===== config.mk =====
export PLATFORM = sky130hd
export DESIGN_NAME = audio_in_level_meter
export DESIGN_NICKNAME = d
export VERILOG_FILES = /design/src/rtl/audio_in_level_meter.sv
export SDC_FILE = /design/constraint.sdc
export NUM_CORES = 1
export LEC_CHECK = 0
export BUFFER_PORTS_ARGS = -buffer_cell sky130_fd_sc_hd__buf_2
export CAP_MARGIN = 20
export CORE_AREA = 2 2 159 161
export CTS_CLUSTER_SIZE = 40
export DETAILED_ROUTE_END_ITERATION = 10
export DIE_AREA = 0 0 161 163
export PLACE_DENSITY = 0.73
export RECOVER_POWER = 100
export SLEW_MARGIN = 10
export SYNTH_ARGS = -nofsm -noshare
export SYNTH_HDL_FRONTEND = slang
export SYNTH_SLANG_ARGS = --single-unit

===== constraint.sdc =====
create_clock -name clock -period 11.5 [get_ports clock]
set_clock_uncertainty 0.05 [all_clocks]
set_input_delay 1.15 -clock clock [delete_from_list [all_inputs] [get_ports clock]]
set_output_delay 1.15 -clock clock [all_outputs]
set_load 0.02 [all_outputs]

===== src/rtl/audio_in_level_meter.sv =====
// audio_in_level_meter
// Drains L/R microphone samples from the Audio_Controller input FIFO.
// Each sample is mixed to mono and fed into a decaying peak envelope.
// The envelope drives a 10-bit thermometer level and a one-cycle onset pulse.
//
// Handshake: in IDLE, a pair is taken when enable && audio_in_available.
// The pair is latched on that edge, and read_audio_in is high for exactly the
// following (WAIT) cycle. Outputs are registered on the WAIT->PROC edge.
// sample_valid/onset are high for the PROC cycle only.
//
// Optional build macro: AUDIO_IN_DC_BLOCK_EN. When defined, a first-order
// DC-blocking high-pass filter sits ahead of the magnitude stage.
module audio_in_level_meter #(
  parameter int          DECAY_SHIFT  = 10,
  parameter logic [30:0] ONSET_THRESH = 31'h0400_0000
) (
  input  logic        clock,
  input  logic        resetn,
  input  logic        enable,
  input  logic        audio_in_available,
  input  logic [31:0] left_channel_audio_in,
  input  logic [31:0] right_channel_audio_in,
  output logic        read_audio_in,
  output logic        clear_audio_in_memory,
  output logic        sample_valid,
  output logic [31:0] sample_mono,
  output logic [30:0] peak,
  output logic [9:0]  level,
  output logic        onset,
  output logic [1:0]  state_dbg
);

  typedef enum logic [1:0] {
    S_IDLE = 2'd0,
    S_WAIT = 2'd1,
    S_PROC = 2'd2
  } state_t;

  localparam logic [30:0] REARM_THRESH = ONSET_THRESH >> 1;

  state_t             state_q, state_d;
  logic signed [31:0] cap_l, cap_r;
  logic               armed;

  logic signed [31:0] mono_c;
  logic [30:0]        mag_c;
  logic [30:0]        peak_c;
  logic [9:0]         level_c;
  logic               fire_c;
  logic               rearm_c;

`ifdef AUDIO_IN_DC_BLOCK_EN
  logic signed [31:0] dc_q;
  logic signed [32:0] x_c;
  logic signed [32:0] x_abs_c;
  logic signed [31:0] dc_c;
`endif

  assign state_dbg = state_q;

  // State register.
  always_ff @(posedge clock or negedge resetn) begin
    if (!resetn) state_q <= S_IDLE;
    else         state_q <= state_d;
  end

  // Next state. A sample is only taken from IDLE. Once latched, it always runs to completion.
  always_comb begin
    state_d = state_q;
    case (state_q)
      S_IDLE:  if (enable && audio_in_available) state_d = S_WAIT;
      S_WAIT:  state_d = S_PROC;
      S_PROC:  state_d = S_IDLE;
      default: state_d = S_IDLE;
    endcase
  end

  // Capture the L/R pair on the edge that leaves IDLE.
  always_ff @(posedge clock or negedge resetn) begin
    if (!resetn) begin
      cap_l <= '0;
      cap_r <= '0;
    end else if (state_q == S_IDLE && state_d == S_WAIT) begin
      cap_l <= left_channel_audio_in;
      cap_r <= right_channel_audio_in;
    end
  end

  // Mono mix and magnitude. Halving before the add keeps the sum in range.
  always_comb begin
    mono_c = (cap_l >>> 1) + (cap_r >>> 1);
`ifdef AUDIO_IN_DC_BLOCK_EN
    x_c     = {mono_c[31], mono_c} - {dc_q[31], dc_q};
    x_abs_c = x_c[32] ? -x_c : x_c;
    dc_c    = dc_q + 32'(x_c >>> 8);
    if (x_abs_c > 33'sh0_7FFF_FFFF) mag_c = 31'h7FFF_FFFF;
    else                            mag_c = x_abs_c[30:0];
`else
    if (mono_c == 32'sh8000_0000) mag_c = 31'h7FFF_FFFF;
    else if (mono_c[31])          mag_c = 31'((-mono_c));
    else                          mag_c = mono_c[30:0];
`endif
  end

  // Envelope, thermometer and onset decision for the sample in flight.
  always_comb begin
    if (mag_c > peak) peak_c = mag_c;
    else              peak_c = peak - (peak >> DECAY_SHIFT);
    level_c = '0;
    for (int i = 0; i < 10; i++) begin
      level_c[i] = |(peak_c >> (21 + i));
    end
    fire_c  = armed && (peak_c >= ONSET_THRESH);
    rearm_c = !armed && (peak_c < REARM_THRESH);
  end

  // Handshake strobes. The FIFO is held cleared whenever the meter idles while disabled.
  always_ff @(posedge clock or negedge resetn) begin
    if (!resetn) begin
      read_audio_in         <= 1'b0;
      clear_audio_in_memory <= 1'b1;
    end else begin
      read_audio_in         <= (state_q == S_IDLE) && (state_d == S_WAIT);
      clear_audio_in_memory <= (state_d == S_IDLE) && !enable;
    end
  end

  // Result registers, loaded as the FSM enters PROC.
  always_ff @(posedge clock or negedge resetn) begin
    if (!resetn) begin
      sample_valid <= 1'b0;
      sample_mono  <= '0;
      peak         <= '0;
      level        <= '0;
      onset        <= 1'b0;
      armed        <= 1'b1;
    end else begin
      sample_valid <= (state_q == S_WAIT);
      onset        <= (state_q == S_WAIT) && fire_c;
      if (state_q == S_WAIT) begin
        sample_mono <= mono_c;
        peak        <= peak_c;
        level       <= level_c;
        if (fire_c)       armed <= 1'b0;
        else if (rearm_c) armed <= 1'b1;
      end
    end
  end

`ifdef AUDIO_IN_DC_BLOCK_EN
  // DC estimate tracks the slow mean of the mono stream.
  always_ff @(posedge clock or negedge resetn) begin
    if (!resetn)                dc_q <= '0;
    else if (state_q == S_WAIT) dc_q <= dc_c;
  end
`endif

endmodule


; Word-level counts from Yosys, hierarchy flattened
; Index checks and enable logic that the tools add are counted.
[word_totals]
reg_bits = 144
out_inout_bits = 79
word_cells = 48
inputBits = 68
[classes]
n_addsub = 3
eq_ne = 3
order_cmp = 3
reduce_logical = 21
n_mux = 7
[op_table]
columns = cell, count
row1 = $mux W31, 3
row2 = $add A31 B31 Y32, 1
row3 = $eq A32 B32 Y1 const B, 1
row4 = $ge A31 B27 Y1 const B, 1
row5 = $gt A31 B31 Y1, 1
row6 = $lt A31 B26 Y1 const B, 1
row7 = $neg A31 Y31, 1
row8 = $sub A31 B21 Y31, 1
row9 = $reduce_or A10 Y1, 1
row10 = $reduce_or A9 Y1, 1
row11 = $reduce_or A8 Y1, 1
row12 = $reduce_or A7 Y1, 1
row13 = $logic_and A1 B1 Y1, 6
row14 = $reduce_or A6 Y1, 1
row15 = $reduce_or A5 Y1, 1
row16 = $eq A2 B1 Y1 const B, 2
row17 = $logic_not A2 Y1, 2
row18 = $pmux W2 S2, 1
row19 = $reduce_or A4 Y1, 1
row20 = $reduce_or A3 Y1, 1
row21 = $logic_not A1 Y1, 2
row22 = $mux W1, 2
row23 = $mux W2, 1
row24 = $reduce_and A2 Y1, 1
row25 = 2 further kinds, 2

; Logic depth before layout (Yosys ltp)
[logic_depth]
word_depth = 10
depth_mapped = 29
ltp_nobuf = 27

; Worst setup path before layout
; Ideal clock, no wire load.
[synth_timing]
kind = register to register
start = reg cap_l[1]
end = reg onset
path_slack_ns = 5.181
stages_incl_launch_ff = 27
period_less_slack_ns = 6.319
path_buffers = 3
arrival_time_ns = 6.150
setup_ns = 0.119
required_time_ns = 11.331
path_cell_list = dfrtp_1 > ha_1 > fa_1 > a21o_1 > nand4_2 > a21o_1 > a21oi_1 > or3_1 > a2111oi_4 > nand4_2 > buf_6 > or3_4 > buf_6 > a21o_1 > a21oi_2 > ha_1 > and4_1 > nand3_1 > nor4_1 > mux2_2 > a41oi_1 > buf_2 > o31ai_1 > o21ai_0 > a21bo_2 > o31a_1 > and2_1
[synth_via]
elab_chain_len = 9
elab_cells_between_ends = 10
cone_classes = add/sub (2) / order compare (2) / eq/ne (1) / mux (3) / reduce/logical (2)
[synth_lines]
columns = item, line_no
row1 = start: declaration, 42  ; logic signed [31:0] cap_l, cap_r;
row2 = start signal: assignment, 84  ; cap_l <= left_channel_audio_in;
row3 = $add A31 B31 Y32 (*), 91  ; mono_c = (cap_l >>> 1) + (cap_r >>> 1);
row4 = $neg A31 Y31, 100  ; else if (mono_c[31]) mag_c = 31'((-mono_c));
row5 = $mux W31, 100
row6 = $mux W31 (*), 99  ; if (mono_c == 32'sh8000_0000) mag_c = 31'h7FFF_FFFF;
row7 = $gt A31 B31 Y1, 107  ; if (mag_c > peak) peak_c = mag_c;
row8 = $mux W31 (*), 107
row9 = $ge A31 B27 Y1 (*), 113  ; fire_c = armed && (peak_c >= ONSET_THRESH);
row10 = $logic_and A1 B1 Y1 (*), 113
row11 = $logic_and A1 B1 Y1 (*), 139  ; onset <= (state_q == S_WAIT) && fire_c;
row12 = end signal: assignment, 139
row13 = end: declaration, 29  ; output logic onset,
; Every way passes the cells marked *; elsewhere a longest branch is shown, timed or not.
; A chain may end at the register's enable or synchronous reset.

; Worst setup path after layout
[layout_timing]
start = reg cap_l[1]
end = reg level[0]
[layout_via]
elab_chain_len = 7
elab_cells_between_ends = 8
cone_classes = add/sub (2) / order compare (1) / eq/ne (1) / mux (3) / reduce/logical (1)
[layout_lines]
columns = item, line_no
row1 = $add A31 B31 Y32 (*), 91
row2 = $neg A31 Y31, 100
row3 = $mux W31, 100
row4 = $mux W31 (*), 99
row5 = $gt A31 B31 Y1, 107
row6 = $mux W31 (*), 107
row7 = $reduce_or A10 Y1 (*), 111  ; level_c[i] = |(peak_c >> (21 + i));
row8 = end signal: assignment, 143  ; level <= level_c;
row9 = end: declaration, 28  ; output logic [9:0] level,
; Marked as above.

==> tab_implementation.tex <==
\begin{tabular}{lr}
\hline
Metric & Value \\
\hline
\multicolumn{2}{l}{\textbf{Synth}} \\
\quad Leading cell types by total area after synthesis & dfrtp\_1 (32\%), ha\_1 (9.7\%), mux2\_2 (7.0\%) \\
\quad Average instance area after synthesis & 8.79 um\^{}2 \\
\quad Post-Syn Nets & 1,391 \\
\quad Ys async rst share & 1.00 \\
\quad Netlist cell types & 96 \\
\quad Area of the mapped netlist & 0.0109 mm\^{}2 \\
\quad Predominant post-synthesis flop cell & dfrtp\_1 \\
\quad Cell with the most instances after synthesis & nand2\_1 \\
\quad Largest area contributor in the netlist & dfrtp\_1 \\
\quad Syn. warnings & 0 \\
\quad Proportion of netlist area held by the largest area contributor & 0.318 \\
\quad Syn Inst Count & 1,237 \\
\quad Number of flip-flops and latches in the synthesized netlist & 140 \\
\quad Most frequent cells after synthesis & nand2\_1 (149), dfrtp\_1 (138), o21ai\_0 (93) \\
\quad Number of enable flip-flop cells after synthesis & 0 \\
\quad Seq/Total Area, Yosys & 0.323 \\
\multicolumn{2}{l}{\textbf{Job}} \\
\quad Max Cap Viol & 6 \\
\multicolumn{2}{l}{\textbf{STA}} \\
\quad Hold Fails Final Rpt & 0 \\
\quad Setup\_tns & 0 ns \\
\quad Worst hold slack & 0.424 ns \\
\quad Timing-limited maximum frequency & 108 MHz \\
\quad Ratio of final minimum period to clock period & 0.805 \\
\quad Setup violation total in the final timing report & 0 \\
\quad Setup repair after global routing missed its margin & no \\
\quad Time the worst path needs with I/O delays and setup & 9.26 ns \\
\quad Headroom to the max-slew limit & -1.57 \\
\quad Final Slew Violations & 352 \\
\quad Actual transition at the worst max-transition pin & 3.86 ns \\
\multicolumn{2}{l}{\textbf{Route}} \\
\quad Drc violations & 0 \\
\quad Final wirelength & 32.3 mm \\
\quad Via count & 10.0k \\
\quad WL per Instance & 19.1 um \\
\quad DRT iter0 DRCs & 779 \\
\quad Pre-Repair DR Iteration Count & 6 \\
\quad Number of vias per cell & 5.91 \\
\quad Remaining antenna violation count & 0 \\
\multicolumn{2}{l}{\textbf{Worst hold path}} \\
\quad Kind of path behind the tightest hold check & register to register \\
\multicolumn{2}{l}{\textbf{Worst setup path}} \\
\quad Crit path DAT & 9.51 ns \\
\quad Sort of element at the start of the critical path & register \\
\quad Source of the critical timing path & cap\_l[1] \\
\quad Top fanout value on the critical path & 53 \\
\quad Critical path class & register to register \\
\quad Reg-to-Reg Start & cap\_l[1] \\
\quad Critical Path Sink Type & register \\
\quad Last element of the critical path & level[0] \\
\quad Destination of the worst register-to-register timing path & level[0] \\
\quad Worst R2R Path Depth & 24 \\
\quad Slack of the worst reg-to-reg path & 2.24 ns \\
\quad Cell with the largest stage delay on the worst path & o31ai\_1 \\
\quad Endpoint required time on the critical path & 11.75 ns \\
\quad Critical path, cell by cell & ha\_1, fa\_1, a21o\_1, nand4\_1, a2111oi\_0, or3\_1, a211oi\_1, and4\_1, nand4\_1, o31ai\_1, a21oi\_1, o21ai\_0, ha\_1, and3\_1, nand3\_1, nor4\_1, mux2\_2, a41oi\_1, buf\_4, o31a\_1, a2bb2oi\_1, a221o\_1, nor4\_4, a31oi\_2 \\
\quad Crit path largest cell delay & 1.64 ns \\
\multicolumn{2}{l}{\textbf{Floorplanning}} \\
\quad Die width & 161 um \\
\quad Initial standard-cell utilization of the core & 0.441 \\
\quad Core Box Area & 0.0247 mm\^{}2 \\
\quad Die ar. & 0.0262 mm\^{}2 \\
\quad \# rows & 58 \\
\quad Vert. Die Dim & 163 um \\
\quad Ports placed on the boundary & 147 \\
\multicolumn{2}{l}{\textbf{Clock network}} \\
\quad Worst-skew pair later-pin latency & 0.44 ns \\
\quad Master cell of the clock root buffer & clkbuf\_16 \\
\quad Total clock sinks & 140 \\
\quad Quantity of gates resized following cts & 0 \\
\quad Clock transition at path regs & 0.06 ns \\
\quad \# H-tree levels & 4 \\
\quad Buffer levels on the longest clock path & 2 \\
\quad Number of hold-repair buffers added at the cts stage & 0 \\
\quad CTS buffer count & 17 \\
\quad Count of buffers added by post-CTS timing repair for setup & 0 \\
\quad CTS tree & yes \\
\multicolumn{2}{l}{\textbf{Placed design}} \\
\quad IO Port Bufs & 144 \\
\quad Half-perimeter wire length of the detailed placement result & 24.7 mm \\
\quad Routability congestion estimate from global placement & 0.952 \\
\quad Placed instance area & 0.0118 mm\^{}2 \\
\quad Cell count after placement & 1,663 \\
\multicolumn{2}{l}{\textbf{Global routing}} \\
\quad Vias in the first global route & 9,539 \\
\quad Residual overflow from global routing & 0 \\
\quad Maximum number of pins on one net before global-route repair & 93 \\
\quad Wire length of the first global-routing pass & 51.0 mm \\
\quad Antenna violations before repair & 0 \\
\quad Global Route Usage Sum & 0.247 \\
\multicolumn{2}{l}{\textbf{Status}} \\
\quad Violations in the final reports & capacitance limit, slew limit \\
\quad Run status & complete, but fails checks \\
\multicolumn{2}{l}{\textbf{Finish}} \\
\quad Net total in the final layout & 1,506 \\
\quad Antenna diode instance count & 0 \\
\quad Synthesis-to-layout area growth & 12.8\% \\
\quad Post-route standard cell area excluding fillers & 0.0123 mm\^{}2 \\
\quad Non-Filler Instances & 1,695 \\
\quad Fraction of final layout cells sized beyond drive strength 1 & 0.149 \\
\hline
\end{tabular}
area by class of cell:
cell class / instances / area [um^2]
clock buffers: 20 / 447
clock inverters: 12 / 161
fillers: 2405 / 12400
inverters: 52 / 195
multi-input cells: 991 / 6890
flip-flops and latches: 140 / 3510
well taps: 330 / 413
repair buffers: 150 / 651
per-stage QoR:
stage / util / setup WS (ns)
after floorplan: - / 5.18
after global placement: 0.480 / 3.58
after detailed placement: 0.480 / 3.46
after CTS: 0.504 / 3.47
after global routing: 0.497 / 1.67
final: 0.497 / 2.24
cells by family (layout without fill, tap and decap cells):
| family | after synthesis | count (layout) | share of synthesized area |
|---|---|---|---|
| AO/OA/AOI/OAI | 399 | 399 | 0.250 |
| XOR/XNOR | 39 | 39 | 0.0314 |
| adder cells (fa/ha/maj) | 86 | 86 | 0.100 |
| buffers and inverters | 106 | 234 | 0.0414 |
| AND/OR/NAND/NOR | 395 | 395 | 0.181 |
| multiplexers | 72 | 72 | 0.0741 |
| flip-flops | 140 | 140 | 0.323 |
worst min path at each step:
| stage | to | slack [ns] | startpoint | cells after the start |
|---|---|---|---|---|
| finish | level[5] | 0.42 | level[5] | 1 |
| global route | level[5] | 0.44 | level[5] | 1 |
| CTS | sample_mono[30] | 0.42 | sample_mono[30] | 2 |
| detailed placement | sample_mono[30] | 0.41 | sample_mono[30] | 2 |
| global placement | level[5] | 0.41 | level[5] | 1 |
| floorplan | cap_r[26] | 0.43 | cap_r[26] | 1 |
placed cells by master (no fill, tap or decap), types with 5 or more instances in the layout:
cell / n
nand2_1: 149
dfrtp_1: 138
o21ai_0: 96
clkbuf_1: 86
a21oi_1: 85
ha_1: 84
nor2_1: 80
mux2_2: 68
buf_2: 64
inv_1: 51
a21o_1: 43
nor3_1: 28
xnor2_1: 23
a211oi_1: 22
nand3_1: 21
a31oi_1: 20
clkbuf_16: 17
nand4_1: 16
xor2_1: 16
and2_1: 14
nand2b_1: 14
o211ai_1: 11
a21oi_2: 11
and3_1: 10
and4_1: 9
nor2b_1: 9
o21a_1: 9
or3_1: 9
o31ai_1: 8
a211o_1: 7
o31a_1: 6
nor4_1: 6
a41oi_1: 6
a221o_1: 5
a22oi_1: 5
a21boi_0: 5
sequential cells by signal, summed over array words and instances, names as in the netlist:
signal / flops
armed: 1
clear_audio_in_memory: 1
cap_r: 31
onset: 1
sample_valid: 1
level: 10
cap_l: 31
read_audio_in: 1
state_dbg: 1
peak: 30
sample_mono: 32
metal layers:
layer  global-route usage  vias up  wire length (um)
li1                     -     4811                 -
met5                    0        -                 0
met1                0.323     4756             14000
met4                0.101        0              1070
met3               0.0458       62              2170
met2                0.402      387             15100
critical path, delay by kind of cell, from the launching register on:
kind            cells  cell delay, ns
compound gates     11            4.62
fa+ha+maj           3            1.08
buf+inv             1            0.53
flops               1            0.38
mux                 1            0.26
simple gates        8            2.20
Power is not shown: default switching activity piles up to over one toggle a cycle in this logic, so the estimate is an artifact.
